--- src/rtl/serial_magnitude_comparator.sv ---
// Serial unsigned magnitude comparator: scans two WIDTH-bit operands one 2-bit digit
// per clock, MSB digit first, stopping at the first unequal digit.

module comparator_2bit (
    input  logic [1:0] a,
    input  logic [1:0] b,
    output logic       g,
    output logic       e,
    output logic       l
);
    assign g = (a > b);
    assign e = (a == b);
    assign l = (a < b);
endmodule

module serial_magnitude_comparator #(
    parameter int WIDTH = 8
) (
    input  logic             clk,
    input  logic             rst,
    input  logic             start,
    input  logic [WIDTH-1:0] a,
    input  logic [WIDTH-1:0] b,
    output logic             busy,
    output logic             done,
    output logic             g,
    output logic             e,
    output logic             l
);
    localparam int SLICES = WIDTH / 2;
    localparam int CW     = $clog2(SLICES + 1);

    typedef enum logic {
        IDLE = 1'b0,
        RUN  = 1'b1
    } state_t;

    state_t           r_state, w_state_next;
    logic [WIDTH-1:0] r_sa, w_sa_next;
    logic [WIDTH-1:0] r_sb, w_sb_next;
    logic [CW-1:0]    r_cnt, w_cnt_next;
    logic             r_done, w_done_next;
    logic             r_g, w_g_next;
    logic             r_e, w_e_next;
    logic             r_l, w_l_next;

    logic             w_sg, w_se, w_sl;

    // The slice always looks at the top digit; equal digits are shifted out.
    comparator_2bit u_slice (
        .a (r_sa[WIDTH-1 -: 2]),
        .b (r_sb[WIDTH-1 -: 2]),
        .g (w_sg),
        .e (w_se),
        .l (w_sl)
    );

    always_ff @(posedge clk or posedge rst) begin
        if (rst) begin
            r_state <= IDLE;
            r_sa    <= '0;
            r_sb    <= '0;
            r_cnt   <= '0;
            r_done  <= 1'b0;
            r_g     <= 1'b0;
            r_e     <= 1'b0;
            r_l     <= 1'b0;
        end else begin
            r_state <= w_state_next;
            r_sa    <= w_sa_next;
            r_sb    <= w_sb_next;
            r_cnt   <= w_cnt_next;
            r_done  <= w_done_next;
            r_g     <= w_g_next;
            r_e     <= w_e_next;
            r_l     <= w_l_next;
        end
    end

    always_comb begin
        w_state_next = r_state;
        w_sa_next    = r_sa;
        w_sb_next    = r_sb;
        w_cnt_next   = r_cnt;
        w_done_next  = 1'b0;
        w_g_next     = r_g;
        w_e_next     = r_e;
        w_l_next     = r_l;

        case (r_state)
            IDLE: begin
                if (start) begin
                    w_sa_next    = a;
                    w_sb_next    = b;
                    w_cnt_next   = CW'(SLICES);
                    w_state_next = RUN;
                end
            end
            RUN: begin
                if (!w_se) begin
                    w_g_next     = w_sg;
                    w_e_next     = 1'b0;
                    w_l_next     = w_sl;
                    w_done_next  = 1'b1;
                    w_state_next = IDLE;
                end else if (r_cnt == CW'(1)) begin
                    w_g_next     = 1'b0;
                    w_e_next     = 1'b1;
                    w_l_next     = 1'b0;
                    w_done_next  = 1'b1;
                    w_state_next = IDLE;
                end else begin
                    w_sa_next  = r_sa << 2;
                    w_sb_next  = r_sb << 2;
                    w_cnt_next = r_cnt - CW'(1);
                end
            end
            default: w_state_next = IDLE;
        endcase
    end

    assign busy = (r_state == RUN);
    assign done = r_done;
    assign g    = r_g;
    assign e    = r_e;
    assign l    = r_l;

endmodule

--- config.mk ---
export PLATFORM = sky130hd
export DESIGN_NAME = serial_magnitude_comparator
export DESIGN_NICKNAME = d
export VERILOG_FILES = /design/src/rtl/serial_magnitude_comparator.sv
export SDC_FILE = /design/constraint.sdc
export NUM_CORES = 1
export LEC_CHECK = 0
export ABC_AREA = 1
export ABC_CLOCK_PERIOD_IN_PS = 3060
export CORE_MARGIN = 2
export CORE_UTILIZATION = 50
export CTS_BUF_LIST = sky130_fd_sc_hd__clkbuf_4 sky130_fd_sc_hd__clkbuf_8
export CTS_CLUSTER_SIZE = 14
export DETAILED_ROUTE_END_ITERATION = 7
export DONT_BUFFER_PORTS = 1
export HOLD_SLACK_MARGIN = 0.15
export SLEW_MARGIN = 20
export SYNTH_ARGS = -nofsm -noshare
export SYNTH_HDL_FRONTEND = slang
export SYNTH_HIERARCHICAL = 1
export SYNTH_SLANG_ARGS = --single-unit
--- constraint.sdc ---
create_clock -name clk -period 3.06 [get_ports clk]
set_input_delay 0.306 -clock clk [delete_from_list [all_inputs] [get_ports clk]]
set_output_delay 0.306 -clock clk [all_outputs]
set_load 0.03 [all_outputs]
==> impl_metrics.toml <==
[run_status]
status = "complete, no violations"

[setup_path]
end_kind = "flop"
slowest_delay_ns = 0.57
critPathRequiredTime_ns = 3.32
cp_max_fo = 21
r2r_cells = 5
cp-start-kind = "flop"
worstSetupPathType = "reg2reg"
path_delay_family = "simple AND/OR/NAND/NOR gates"
crit_path_start = "busy"
reg2reg_from = "busy"
crit_arrival_ns = 2.13
crit_path_top_delay_cell = "nand2_1"
path_buf_inv = 1
crit_chain = "inv_2, nand2_1, nand2_2, nand2_1, nand2_1"
cpMostUsedCell = "nand2_1"
cp.depth = 5

[timing]
hold_viol_final = 0
slew_viol_final = 0
max_slew.worst_pin.slew_ns = 0.901
fin_skew_ns = 0.00168
slew_headroom_pct = 39.8
fin_setup_tns_ns = 0
rsz0062_at_grt = "false"
maxClockFrequency_ghz = 0.536
fin_ws_ns = 1.19
period_share_pct = 61.0
min_period_ns = 1.87
setup_viol = 0

[synthesis]
synth_ff_type = "dfrtp_1"
syn_nets = 190
synthAdderAreaFrac_pct = 3.76
yosys_warnings = 6
synth_top_family_by_area = "simple AND/OR/NAND/NOR gates"
yosysMostFrequentCell = "nand2_1"
synth.cell_area_um2 = 1330
synthArstFlopShare_pct = 100
synth_top_area_share_pct = 45.1
synthDistinctLibCells = 18
synth-seq-cells = 24
avgSynthCellArea_um2 = 7.98
postSynthCellCount = 167
synth-xor-area-share_pct = 0
synth_common_cells = "nand2_1, dfrtp_1, inv_1, nand3_1, nand3_2"
ys_seq_area_share_pct = 45.1
synthMuxAreaShare_pct = 0
synthTopCellsByArea = "dfrtp_1, nand2_1, nand3_2"
synth-edff-count = 0
post-synth-top-area-cell = "dfrtp_1"
synth_compound_area_share_pct = 1.41
synth-simple-area-share_pct = 39.4

[drt]
drt-initial-drc-count = 38
wirelength_mm = 2.34
route.detailed.drc = 0
firstDrtPassIters = 4
wl_per_cell_um = 11.8
dr_total_vias = 992
vias_per_cell = 4.98
antenna_left = 0

[clock_tree]
cts_buffers = 3
cts_tree = "yes"
cts.sink_count = 24
post_cts_buffers = 0
h-tree-depth = 1
cts.root.buffer_cell = "clkbuf_4"
clkTransAtPathRegs_ns = 0.13
clk_latency_ns = 0.31
ctsLongestPathBuffers = 2

[grt]
grt_pass1_vias = 1026
grt_overflow = 0
grt_usage_pct = 16.9
grt_pass1_wl_mm = 4.17
grt_max_degree = 25
grt_antenna_before_repair = 0

[floorplanning]
die_w_um = 55.6
die_h_um = 55.6
core_um2 = 2500
num_rows = 18
initial_core_util_pct = 53.3
dieArea_um2 = 3090
pin_count = 24

[cells_and_area]
fin_nets = 193
diodes = 0
stdcell_area_um2 = 1390
fin_cells = 199
area_growth_pct = 3.94
nFillCells = 233
final_layout_size_suffix_gt1_share_pct = 13.6

[place]
io_buffers = 0
gp_congestion = 0.720
hpwl_mm = 1.61
place_area_um2 = 1300
pre_cts_slack_ns = 1.18
dp_cells = 190

[power_and_ir_drop]
p_per_area_nw_per_um2 = 1060
total_power_w = 0.00147
leakagePower_nw = 0.782
vdd_drop_max_uv = 558

[job]
maxCapViolations = 0

[worst_hold_path]
holdPathStages = 4
hold_path_class = "in2reg"
min_from = "a[2]"
registers in the layout, summed over array words and instances (netlist names):
| signal | flops |
|---|---|
| l | 1 |
| busy | 1 |
| r_sa | 8 |
| g | 1 |
| done | 1 |
| r_sb | 8 |
| r_cnt | 3 |
| e | 1 |
final cells by class:
class | instances | area (um2) | area share, %
tap | 30 | 37.5 | 2.71
inverter | 15 | 58.8 | 4.25
multi-input combinational | 120 | 594 | 42.9
sequential | 24 | 601 | 43.4
timing repair buffer | 6 | 57.6 | 4.16
clock buffer | 4 | 36.3 | 2.62
tightest hold or removal path: cells and delay by family:
family           cells  cell delay, ns
AND/OR/NAND/NOR      4            0.16
through the flow:
stage / hold WS [ns] / util, %
after floorplan: 0.321 / -
after global placement: 0.428 / 52.0
after detailed placement: 0.430 / 52.0
after CTS: 0.176 / 55.4
after global routing: 0.188 / 55.4
final: 0.181 / 55.4
cells by family after synthesis:
family | Yosys count
AND/OR/NAND/NOR | 113
buffers and inverters | 23
AO/OA/AOI/OAI | 3
flip-flops | 24
adder cells (fa/ha/maj) | 4
where the power goes:
part / switching [W] / internal, W / leakage, nW / total, W
combinational: 0.000468 / 0.000239 / 0.458 / 0.000707
clock: 0.0000952 / 0.0000727 / 0.0210 / 0.000168
sequential: 0.000131 / 0.000463 / 0.303 / 0.000594
total: 0.000694 / 0.000775 / 0.782 / 0.00147
routing by layer:
| metal | vias to the layer above | global-route usage, % | routed length, um | part of all wire, % |
|---|---|---|---|---|
| li1 | 513 | - | - | - |
| met3 | 5 | 3.02 | 84 | 3.6 |
| met5 | - | 0 | 0 | 0 |
| met1 | 455 | 19.6 | 1090 | 47 |
| met2 | 19 | 30.1 | 1130 | 48 |
| met4 | 0 | 7.67 | 40 | 1.7 |
cells in the final DEF (no fill, tap or decap):
cell           instances
nand2_2                2
clkbuf_4               3
inv_1                 11
nand2_1               85
nand3_1               12
buf_4                  1
inv_4                  1
ha_1                   4
nor2_1                 1
clkinv_1               1
a21oi_1                2
a21oi_2                1
nand2_4                2
dfrtp_1               24
clkbuf_8               1
nand3b_1               1
dlygate4sd3_1          5
inv_2                  2
nand3_2               10
path summary, 6_finish.rpt:
kind,end,slack [ns]
worst min-delay path,r_sa[2],0.18
worst max-delay path,r_sb[5],1.19
max in group asynchronous,r_sb[5],2.17
min in group asynchronous,r_cnt[1],0.49
worst max register to register,r_sb[5],1.19
worst min register to register,r_sa[0],0.52
what timing repair did:
action                    CTS  global route
hold buffers                5             0
gates resized for setup     0             0
hold endpoints to repair   28             0
Power figures use the tool's default switching activity.
